File: config.mk
export PLATFORM = sky130hd
export DESIGN_NAME = gmii_frame_gen
export DESIGN_NICKNAME = d
export VERILOG_FILES = /design/src/rtl/gmii_frame_gen.sv
export SDC_FILE = /design/constraint.sdc
export NUM_CORES = 1
export LEC_CHECK = 0
export ABC_AREA = 1
export CAP_MARGIN = 20
export CORE_MARGIN = 2
export CORE_UTILIZATION = 50
export CTS_CLUSTER_DIAMETER = 100
export CTS_CLUSTER_SIZE = 30
export DETAILED_ROUTE_END_ITERATION = 8
export PLACE_DENSITY = 0.8
export SLEW_MARGIN = 25
export SYNTH_ARGS = -nofsm -noshare
export SYNTH_HDL_FRONTEND = slang
export SYNTH_SLANG_ARGS = --single-unit
File: constraint.sdc
create_clock -name clk -period 11.1 [get_ports clk]
set_input_delay 2.22 -clock clk [delete_from_list [all_inputs] [get_ports clk]]
set_output_delay 2.22 -clock clk [all_outputs]
set_load 0.005 [all_outputs]
File: src/rtl/gmii_frame_gen.sv
// GMII Ethernet test-frame generator: preamble/SFD, MACs, EtherType, pattern payload and
// an in-line CRC-32 FCS. Supports single, burst and continuous modes with a fixed IFG.
module gmii_frame_gen #(
    parameter logic [47:0] DST_MAC = 48'hDA0203040506,
    parameter logic [47:0] SRC_MAC = 48'h5A0203040506,
    parameter int unsigned LEN_W   = 11,
    parameter int unsigned MAX_LEN = 1500,
    parameter int unsigned MIN_IFG = 12
) (
    input  logic             clk,
    input  logic             rst,
    input  logic             tx_en,
    input  logic [1:0]       mode,
    input  logic [15:0]      burst_cnt,
    input  logic [LEN_W-1:0] payload_len,
    input  logic [15:0]      eth_type,
    input  logic [1:0]       pattern_sel,
    input  logic             err_inj_en,
    input  logic [LEN_W-1:0] err_inj_idx,
    output logic [7:0]       gmii_txd,
    output logic             gmii_tx_en,
    output logic             gmii_tx_er,
    output logic             busy,
    output logic             frame_done,
    output logic [15:0]      frames_sent
);

    localparam logic [LEN_W-1:0] MinLen  = LEN_W'(46);
    localparam logic [LEN_W-1:0] MaxLen  = LEN_W'(MAX_LEN);
    localparam logic [LEN_W-1:0] IfgLast = LEN_W'(MIN_IFG - 1);
    localparam logic [31:0]      CrcPoly = 32'hEDB88320;

    typedef enum logic [3:0] {
        StIdle, StPre, StSfd, StDst, StSrc, StType, StPay, StFcs, StIfg
    } state_e;

    state_e           state_q, state_d;
    logic [LEN_W-1:0] cnt_q, cnt_d;
    logic             tx_en_q;

    // Per-sequence configuration
    logic [1:0]       mode_q;
    logic [15:0]      frames_left_q;

    // Per-frame configuration
    logic [LEN_W-1:0] len_q;
    logic [15:0]      type_q;
    logic [1:0]       pat_q;
    logic [7:0]       pat_byte_q;
    logic             err_en_q;
    logic [LEN_W-1:0] err_idx_q;

    logic [31:0]      crc_q;

    logic [7:0]       txd_q, txd_d;
    logic             gmii_tx_en_q, gmii_tx_en_d;
    logic             gmii_tx_er_q, gmii_tx_er_d;
    logic             busy_q;
    logic             done_pend_q;
    logic             frame_done_q;
    logic [15:0]      frames_sent_q;

    logic             start;
    logic             load_frame;
    logic             frame_end;
    logic             burst_abort;
    logic             crc_upd;
    logic [LEN_W-1:0] len_clamped;
    logic [7:0]       fs_now;
    logic [47:0]      dst_sh, src_sh;
    logic [31:0]      crc_sh;

    function automatic logic [31:0] crc_next(input logic [31:0] crc, input logic [7:0] d);
        logic [31:0] c;
        c = crc ^ {24'd0, d};
        for (int i = 0; i < 8; i++) begin
            c = c[0] ? ((c >> 1) ^ CrcPoly) : (c >> 1);
        end
        return c;
    endfunction

    assign start       = tx_en && !tx_en_q && (state_q == StIdle);
    assign load_frame  = (state_d == StPre) && (state_q != StPre);
    assign frame_end   = (state_q == StFcs) && (cnt_q[1:0] == 2'd3);
    assign burst_abort = (mode_q == 2'd1) && (frames_left_q == 16'd0);

    assign len_clamped = (payload_len < MinLen) ? MinLen :
                         (payload_len > MaxLen) ? MaxLen : payload_len;

    // A frame may end on the same edge that loads the next one when MIN_IFG is 1
    assign fs_now = frames_sent_q[7:0] + {7'd0, done_pend_q};

    assign dst_sh = DST_MAC << {cnt_q[2:0], 3'b000};
    assign src_sh = SRC_MAC << {cnt_q[2:0], 3'b000};
    assign crc_sh = crc_q >> {cnt_q[1:0], 3'b000};

    always_comb begin
        state_d      = state_q;
        cnt_d        = cnt_q + LEN_W'(1);
        txd_d        = 8'h00;
        gmii_tx_en_d = 1'b0;
        gmii_tx_er_d = 1'b0;
        crc_upd      = 1'b0;

        unique case (state_q)
            StIdle: begin
                cnt_d = '0;
                if (start) begin
                    state_d = StPre;
                end
            end
            StPre: begin
                if ((cnt_q == '0) && burst_abort) begin
                    state_d = StIdle;
                    cnt_d   = '0;
                end else begin
                    txd_d        = 8'h55;
                    gmii_tx_en_d = 1'b1;
                    if (cnt_q == LEN_W'(6)) begin
                        state_d = StSfd;
                        cnt_d   = '0;
                    end
                end
            end
            StSfd: begin
                txd_d        = 8'hD5;
                gmii_tx_en_d = 1'b1;
                state_d      = StDst;
                cnt_d        = '0;
            end
            StDst: begin
                txd_d        = dst_sh[47:40];
                gmii_tx_en_d = 1'b1;
                crc_upd      = 1'b1;
                if (cnt_q == LEN_W'(5)) begin
                    state_d = StSrc;
                    cnt_d   = '0;
                end
            end
            StSrc: begin
                txd_d        = src_sh[47:40];
                gmii_tx_en_d = 1'b1;
                crc_upd      = 1'b1;
                if (cnt_q == LEN_W'(5)) begin
                    state_d = StType;
                    cnt_d   = '0;
                end
            end
            StType: begin
                txd_d        = cnt_q[0] ? type_q[7:0] : type_q[15:8];
                gmii_tx_en_d = 1'b1;
                crc_upd      = 1'b1;
                if (cnt_q[0]) begin
                    state_d = StPay;
                    cnt_d   = '0;
                end
            end
            StPay: begin
                unique case (pat_q)
                    2'd1:    txd_d = 8'h00;
                    2'd2:    txd_d = pat_byte_q;
                    default: txd_d = cnt_q[7:0] + 8'd1;
                endcase
                gmii_tx_en_d = 1'b1;
                gmii_tx_er_d = err_en_q && (cnt_q == err_idx_q);
                crc_upd      = 1'b1;
                if (cnt_q == len_q - LEN_W'(1)) begin
                    state_d = StFcs;
                    cnt_d   = '0;
                end
            end
            StFcs: begin
                txd_d        = ~crc_sh[7:0];
                gmii_tx_en_d = 1'b1;
                if (cnt_q[1:0] == 2'd3) begin
                    state_d = StIfg;
                    cnt_d   = '0;
                end
            end
            StIfg: begin
                if (cnt_q == IfgLast) begin
                    cnt_d = '0;
                    if (((mode_q == 2'd1) && (frames_left_q != 16'd0)) ||
                        ((mode_q == 2'd2) && tx_en_q)) begin
                        state_d = StPre;
                    end else begin
                        state_d = StIdle;
                    end
                end
            end
            default: begin
                state_d = StIdle;
                cnt_d   = '0;
            end
        endcase
    end

    always_ff @(posedge clk or posedge rst) begin
        if (rst) begin
            state_q       <= StIdle;
            cnt_q         <= '0;
            tx_en_q       <= 1'b0;
            mode_q        <= 2'd0;
            frames_left_q <= 16'd0;
            len_q         <= MinLen;
            type_q        <= 16'd0;
            pat_q         <= 2'd0;
            pat_byte_q    <= 8'd0;
            err_en_q      <= 1'b0;
            err_idx_q     <= '0;
            crc_q         <= 32'hFFFFFFFF;
            txd_q         <= 8'h00;
            gmii_tx_en_q  <= 1'b0;
            gmii_tx_er_q  <= 1'b0;
            busy_q        <= 1'b0;
            done_pend_q   <= 1'b0;
            frame_done_q  <= 1'b0;
            frames_sent_q <= 16'd0;
        end else begin
            state_q      <= state_d;
            cnt_q        <= cnt_d;
            tx_en_q      <= tx_en;
            txd_q        <= txd_d;
            gmii_tx_en_q <= gmii_tx_en_d;
            gmii_tx_er_q <= gmii_tx_er_d;
            busy_q       <= (state_d != StIdle);

            // Delay by one so the pulse lines up with gmii_tx_en falling
            done_pend_q  <= frame_end;
            frame_done_q <= done_pend_q;
            if (done_pend_q) begin
                frames_sent_q <= frames_sent_q + 16'd1;
            end

            if (start) begin
                mode_q        <= (mode == 2'd3) ? 2'd0 : mode;
                frames_left_q <= burst_cnt;
            end else if (frame_end && (frames_left_q != 16'd0)) begin
                frames_left_q <= frames_left_q - 16'd1;
            end

            if (load_frame) begin
                len_q      <= len_clamped;
                type_q     <= eth_type;
                pat_q      <= pattern_sel;
                pat_byte_q <= fs_now;
                err_en_q   <= err_inj_en && (err_inj_idx < len_clamped);
                err_idx_q  <= err_inj_idx;
                crc_q      <= 32'hFFFFFFFF;
            end else if (crc_upd) begin
                crc_q <= crc_next(crc_q, txd_d);
            end
        end
    end

    assign gmii_txd    = txd_q;
    assign gmii_tx_en  = gmii_tx_en_q;
    assign gmii_tx_er  = gmii_tx_er_q;
    assign busy        = busy_q;
    assign frame_done  = frame_done_q;
    assign frames_sent = frames_sent_q;

endmodule
== Word level (Yosys, flattened, before mapping) ==
Index checks and enable logic that the tools add are counted.

* Add/sub/neg operators: 6
* $lt $le $gt $ge: 3
* Equality and inequality tests: 21
* Shift-type cells: 3
* Muxes and demuxes: 42
* Bitwise gates (word level): 10
* Reductions and logical operators: 23

{| class="wikitable"
|+ Operator list
! kind !! number
|-
| 2-to-1 mux 32 bit || 10
|-
| inverter 13 -> 14 bit || 8
|-
| 2-to-1 mux 11 bit || 9
|-
| case mux 11 bit (6 select lines) || 1
|-
| case mux 8 bit (7 select lines) || 1
|-
| << shifter 47 x 6 -> 48 bit, first input constant || 1
|-
| << shifter 48 x 6 -> 48 bit, first input constant || 1
|-
| 2-to-1 mux 4 bit || 9
|-
| case mux 4 bit (9 select lines) || 1
|-
| 2-to-1 mux 16 bit || 2
|-
| right shift 32 x 5 -> 8 bit || 1
|-
| XOR 32 x 8 -> 32 bit || 1
|-
| equality test 11 bit || 2
|-
| equality test 11 x 3 -> 1 bit, second input constant || 2
|-
| adder 16 x 1 -> 16 bit, second input constant || 1
|-
| equality test 4 x 3 -> 1 bit, second input constant || 4
|-
| zero test 16 bit || 1
|-
| case mux 8 bit (2 select lines) || 1
|-
| nonzero test 16 bit || 1
|-
| subtractor 16 x 1 -> 16 bit, second input constant || 1
|-
| adder 11 x 1 -> 11 bit, second input constant || 1
|-
| equality test 11 x 4 -> 1 bit, second input constant || 1
|-
| greater-than comparator 11 bit, second input constant || 1
|-
| logical AND 1 bit || 11
|-
| other kinds (26) || 36
|}

* Flip-flop bits (word level): 144
* Input port bits: 62
* Output and inout bits: 28
* Logic and storage cells: 127

== Longest topological paths before layout ==
Gate-level depths: netlist of the first run.

* Depth after elaboration: 24
* Gate-level depth with buffers: 23
* Depth with buffers taken out: 21

== Least setup slack after synthesis of the first run ==
Ideal clock, no wire load.

* Path kind: in2reg
* Start point: input payload_len[10]
* End point: register err_en_q
* Setup time: 65 ps
* Arrival: 4,164 ps
* Data required time: 11,035 ps
* Setup slack: 6,871 ps
* Stages: 15
* Path buffers: 0
* Path through: inv_1 > nor3_1 > nand3_1 > o211ai_1 > nand2_1 > inv_1 > o21ai_0 > ha_1 > a21oi_1 > nor2_1 > a211oi_1 > nor3_1 > a2111oi_0 > nand4_1 > nand2_1

* Cells in the longest elaborated chain, start to end: 5
* Elaborated cells between the ends (all ways): 6
* Those cells by class: order compare (3); mux (2); reduce/logical (1)

{| class="wikitable"
|+ Ends and longest elaborated chain
! item !! RTL line !! text
|-
| start: declaration || 15 || <nowiki>input logic [LEN_W-1:0] payload_len,</nowiki>
|-
| greater-than comparator 11 bit || 88 || <nowiki>(payload_len > MaxLen) ? MaxLen : payload_len;</nowiki>
|-
| 2-to-1 mux 11 bit || 88 ||
|-
| 2-to-1 mux 11 bit (*) || 87 || <nowiki>assign len_clamped = (payload_len < MinLen) ? MinLen :</nowiki>
|-
| < comparator 11 bit (*) || 247 || <nowiki>err_en_q <= err_inj_en && (err_inj_idx < len_clamped);</nowiki>
|-
| logical AND 1 bit (*) || 247 ||
|-
| end signal: assignment || 247 ||
|-
| end: declaration || 50 || <nowiki>logic err_en_q;</nowiki>
|}

Every way passes the cells marked *; elsewhere a longest branch is shown, timed or not.
A chain may end at the register's enable or synchronous reset.

== Worst setup path in the final report of the first run ==
Same ends and word-level chain as after synthesis.

==> results of run 1 <==
==> metrics by stage <==
stage	instances	setup slack [ns]
2_1_floorplan	1282	5.07
3_3_place_gp	1571	6.14
3_5_place_dp	1571	6.01
4_1_cts	1603	6.44
5_1_grt	1603	5.99
6_report	1603	6.36
==> registers in the layout (all words and copies together) (netlist names), 11 cells and up <==
name and count:
crc_q 32, frames_left_q 16, frames_sent 16, type_q 16
cnt_q 11, err_idx_q 11, len_q 11
==> area by class of cell <==
class / instances / area, µm²
fill: 1633 / 7640
multi-input combinational: 941 / 5000
sequential: 144 / 3650
timing repair buffer: 92 / 913
inverter: 160 / 608
clock buffer: 18 / 439
tap: 234 / 293
clock inverter: 14 / 155
==> synthesized netlist by cell type (all sizes together) <==
master	instances	area, µm²
a21oi	40	200
ha	22	275
nand4	18	113
nor3	21	120
clkinv	3	13.8
a311oi	2	17.5
xnor2	13	114
a211oi	2	15.0
nand3b	3	22.5
nand2	415	1690
nor2	94	432
o22ai	14	87.6
xor2	70	628
nand3	108	566
a22o	1	8.76
clkbuf	7	26.3
nor4	8	65.1
or2	4	25.0
inv	157	589
a2111oi	2	17.5
buf	30	230
and3	1	6.26
dfrtp	108	2700
o211ai	14	105
o31ai	3	22.5
a221oi	2	17.5
a22oi	1	7.51
a32oi	1	8.76
nor3b	1	7.51
o221ai	1	8.76
o311ai	1	8.76
dfstp	36	946
o21ai	79	407
==> worst reg2reg max path, cell delays in order, from the launching register on <==
cell and delay [ns]:
dfrtp_1 0.63, inv_2 0.41, ha_1 0.25, nand2_1 0.09, nor2_1 0.13, nand2_2 0.06, nor2_2 0.15, nor2_4 0.08
o21ai_2 0.08, inv_2 0.06, nor4_4 0.30, nand2_2 0.11, nand2_4 0.53, inv_2 0.55, a21oi_1 0.24, o21ai_1 0.08
==> worst max-delay path by stage <==
stage	cells past startpoint	slack, ns	from	end
after detailed placement	16	6.01	payload_len[10]	err_en_q
after global placement	16	6.14	payload_len[10]	err_en_q
after CTS	16	6.44	payload_len[10]	err_en_q
after global routing	16	5.99	payload_len[10]	err_en_q
after floorplan	1	5.07	rst	busy
final	16	6.36	payload_len[10]	err_en_q
==> per-layer routing <==
layer | GRT usage | vias to the layer above | share of wire
li1 | - | 4281 | -
met4 | 0.0853 | 0 | 0.022
met5 | 0 | - | 0
met2 | 0.404 | 310 | 0.45
met1 | 0.339 | 4131 | 0.45
met3 | 0.0597 | 49 | 0.077
==> logic make-up (layout without fill, tap and decap cells) <==
kind of cell,Yosys count,after routing
adder cells (fa/ha/maj),22,22
buffers and inverters,197,284
flip-flops,144,144
AO/OA/AOI/OAI,163,163
AND/OR/NAND/NOR,673,673
XOR/XNOR,83,83
==> cells in the final DEF (no fill, tap or decap), types with 4 or more instances in the layout <==
master,count
nand2_2,27
inv_6,5
o211ai_1,14
clkbuf_16,17
dfrtp_1,108
clkinv_2,4
o21ai_1,28
nand3_2,5
inv_2,17
nor3_2,4
nor3_1,17
o21ai_0,48
nand2_4,9
nand4_1,18
a21oi_1,40
nor2_2,13
nor2_1,76
xor2_1,68
nor4_1,7
nand3_1,103
dfstp_2,36
o22ai_1,14
clkinv_4,4
inv_1,139
ha_1,22
nor2_4,4
clkdlybuf4s50_1,89
xnor2_1,13
nand2_1,379
==> power groups by stage <==
| stage | sequential (µW) | combinational, µW | clock, µW |
|---|---|---|---|
| after detailed placement | 946 | 2440 | 0 |
| after floorplan | 902 | 1980 | 0 |
| after CTS | 941 | 2460 | 587 |
| after global placement | 943 | 2370 | 0 |
| final | 945 | 2490 | 583 |
| after global routing | 969 | 2790 | 614 |
==> metrics.txt, run 1 <==
final setup TNS=0 ns; Worst Path Max Fanout=7; compound-cell area share of the yosys netlist=0.0981; Pre-antenna DRT Iters=6; r2r setup slk=7.27 ns; RSZ-0062 raised after global routing=no; TritonCTS Buffers=17; gr usage total=0.253; Die Ht=142 µm; Sw Share=0.505; final wirelength=24.5 mm; Hold Path Class=reg2reg; Slew @ Worst Pin=0.912 ns; Hold Path Origin=len_q[3]; mux cell area share after synthesis=0; nets=between 1,000 and 1,500; flops & latches, synth=around 140; worst reg2reg path depth=15; WL per Instance=about 15 µm; P_sw=2030 µW; clock sinks=144; largest net degree at the start of global routing=80; pwr dens=363 mW/mm²; Post-route DRC=0; DP HPWL=17.4 mm; Critical Path AT=5.11 ns; CTS tree=yes; peak supply drop=about 0.15 mV; synthesized area per cell=7.42 µm²; # diodes=0; synthesized net count=1,366; Worst Skew=between 0.009 and 0.01 ns; Worst Setup Start Kind=primary input; layout cells sized above 1=0.119; worst skew pair latency=~0.43 ns; Fmax achieved=211 MHz; Syn Inst Count=1,282; endpoints failing setup=0; Worst R2R End=crc_q[9]; Yosys warning total=0; outcome=finished, final reports clean; Clk pwr share=0.145; CP max-delay cell=clkdlybuf4s50_1; Reg2Reg Launch Point=cnt_q[1]; io pins=90; first-pass GRT wire length=40.6 mm; number of global-route vias before repair=8,300; row count=50; post-route minimum period=4.74 ns; simple-gate share of the synthesized area=0.321; Die Width=142 µm; kind of critical path=in2reg; total grt overflow=0; Slew Viols, Final=0; P&R area growth vs syn=16.3%; worst path buffer plus inverter count=3; Synth Area in Adders=0.0290; post-layout util=0.591; crit-path max cell delay=between 0.4 and 0.5 ns; MaxCap Viol Count=0; IO buf count=89; vias per cell=5.47; clock root cell=clkbuf_16; LEAKAGE=0.00539 µW; initial antenna violation count=0; XOR/XNOR Fraction of Synth Area=0.0780; sequential area share after synthesis=0.384; Power Total=4020 µW; count of hold-fix buffers inserted at cts=0; Post-CTS Resized=0; Distinct cells, synth=50; share of power burned in registers=0.235; Slew headroom=0.391; Final Cell Area=0.0111 mm²; CP Capture Type=flop; H-tree levels=4; core box area=~0.019 mm²; DIE AREA=0.0201 mm²; Post-Synthesis Cell Area=0.00951 mm²; setup bufs post-CTS=0; Hold Path Cell Cnt=2; combinational share of power=0.620; crit path cell chain=clkdlybuf4s50_1 > inv_1 > nor3_1 > nand3_1 > o211ai_1 > nand2_1 > inv_1 > o21ai_0 > ha_1 > a21oi_1 > nor2_1 > a211oi_1 > nor3_1 > a2111oi_0 > nand4_1 > nand2_1; antenna viol nets, final=0; clk slew on worst S/H paths=~0.060 ns; Worst EP required=between 10 and 15 ns; Hold Violations, Final=0; DP Area=around 0.010 mm²; Tcrit/Tclk final=0.427; Top delay family on crit path=compound AO/OA/AOI/OAI gates; Starting Density=0.508; RePlAce Congestion=0.908; vias=8,771; clk buf depth=2; 1st-iter DRT viols=770; largest family of logic cells by synthesized area=simple AND/OR/NAND/NOR gates; Hold WS=0.476 ns; Min-Delay Endpoint=len_q[3]; Internal Power=around 2000 µW
No activity file was read; power rests on OpenSTA's default activity.
==> run 2: changes to the inputs <==
==> constraint.sdc (replaced) <==
create_clock -name clk -period 4.5 [get_ports clk]
set_input_delay 0.9 -clock clk [delete_from_list [all_inputs] [get_ports clk]]
set_output_delay 0.9 -clock clk [all_outputs]
set_load 0.005 [all_outputs]
==> run 2 against run 1 <==
Sequential power is 150% higher. Setup slack worse by 5.4 ns. Hold slack worse by 0.0044 ns. Global-route usage hardly changed. Critical path type unchanged. Largest cell class unchanged. Largest power group unchanged.
==> metrics.txt, run 2 (same netlist as run 1, synthesis figures left out) <==
outcome=finished, final reports clean; P&R area growth vs syn=16.8%; MaxCap Viol Count=0; Worst Path Max Fanout=7; setup bufs post-CTS=0; Power Total=roughly 9900 µW; RePlAce Congestion=0.885; Slew @ Worst Pin=0.678 ns; Worst Setup Start Kind=primary input; # diodes=0; Fmax achieved=281 MHz; 1st-iter DRT viols=873; number of global-route vias before repair=between 8,000 and 9,000; final wirelength=24.4 mm; DIE AREA=0.0201 mm²; core box area=roughly 0.019 mm²; vias per cell=5.49; Worst Skew=0.00855 ns; H-tree levels=4; Hold WS=approximately 0.47 ns; worst skew pair latency=0.43 ns; Post-CTS Resized=0; first-pass GRT wire length=40.6 mm; initial antenna violation count=0; gr usage total=0.253; peak supply drop=0.381 mV; clock root cell=clkbuf_16; area of the multi-input gates=0.00500 mm²; leading cell types in the layout, fill and taps excluded=nand2_1, inv_1, dfrtp_1, nand3_1, clkdlybuf4s50_1; Register Area=0.00365 mm²; Post-route DRC=0; row count=50; Die Width=142 µm; total grt overflow=0; Worst EP required=around 5 ns; clk slew on worst S/H paths=roughly 0.060 ns; nets=1,445; DP HPWL=17.5 mm; Biggest register=crc_q; WL per Instance=15.2 µm; Pre-antenna DRT Iters=5; endpoints failing setup=0; layout cells sized above 1=0.119; Critical Path AT=3.92 ns; vias=8,820; largest net degree at the start of global routing=75; post-route minimum period=3.56 ns; RSZ-0062 raised after global routing=no; Starting Density=0.508; max reg flops=32; Die Ht=approximately 140 µm; Slew Viols, Final=0; pwr dens=894 mW/mm²; kind of critical path=in2reg; count of hold-fix buffers inserted at cts=0; LEAKAGE=0.00540 µW; Hold Path Class=reg2reg; CTS tree=yes; io pins=90; Slew headroom=0.536; IO buf count=89; Tcrit/Tclk final=0.791; clk buf depth=2; commonest non-fill, non-tap cell in the layout=nand2_1; Layout fillers=1,607; clock sinks=approximately 140; final setup TNS=0 ns; Hold Violations, Final=0; antenna viol nets, final=0; TritonCTS Buffers=17; CP Capture Type=flop
==> run 2: cell count changes in the layout (fill, tap and decap cells not counted), sizes merged <==
cell      before  now
bufinv         2    3
clkinv         9    7
clkinvlp       2    4
buf            3    8
clkbuf        18   22
inv          161  156
==> run 2: per-stage QoR <==
step           setup WS (ns)  utilization  cell area, µm²  cells
2_1_floorplan           1.59            -            9510   1282
3_3_place_gp           0.829        0.562           10500   1576
3_5_place_dp           0.728        0.562           10500   1576
4_1_cts                 1.01        0.594           11100   1608
5_1_grt                0.716        0.594           11100   1608
6_report               0.940        0.594           11100   1608
==> run 2: final cells by class <==
class / instances / area share
sequential: 144 / 0.329
tap: 234 / 0.0264
inverter: 160 / 0.0546
multi-input combinational: 941 / 0.451
timing repair buffer: 97 / 0.0868
clock buffer: 22 / 0.0409
clock inverter: 10 / 0.0123
==> run 2: where the power goes <==
group	leakage [µW]	switching (µW)	internal [µW]
combinational	0.00335	4010	2140
sequential	0.00177	381	1950
clock	0.000280	555	884
total	0.00540	4950	4980
==> run 2: critical path, stage by stage <==
cell and delay (ns):
clkdlybuf4s50_1 0.45, inv_1 0.10, nor3_1 0.26, nand3_1 0.11
o211ai_1 0.11, nand2_1 0.13, inv_1 0.19, o21ai_0 0.16
ha_1 0.33, a21oi_1 0.18, nor2_1 0.06, a211oi_1 0.23
nor3_1 0.08, a2111oi_0 0.36, nand4_1 0.16, nand2_1 0.11
==> run 2: final timing paths <==
check	start	to	slack (ns)	cells past startpoint
min	frames_sent[15]	frames_sent[15]	0.47	1
max reg2reg	cnt_q[1]	err_en_q	0.99	14
max	payload_len[10]	err_en_q	0.94	16
min reg2reg	frames_sent[15]	frames_sent[15]	0.47	1
min in group asynchronous	rst	gmii_txd[0]	0.89	2
max in group asynchronous	rst	pat_byte_q[6]	2.63	3
==> run 2: metal layers <==
layer	vias up	routed length, µm	GRT usage
met5	-	0	0
met4	0	633	0.0958
li1	4283	-	-
met3	55	1920	0.0510
met1	4128	10800	0.348
met2	354	11000	0.396
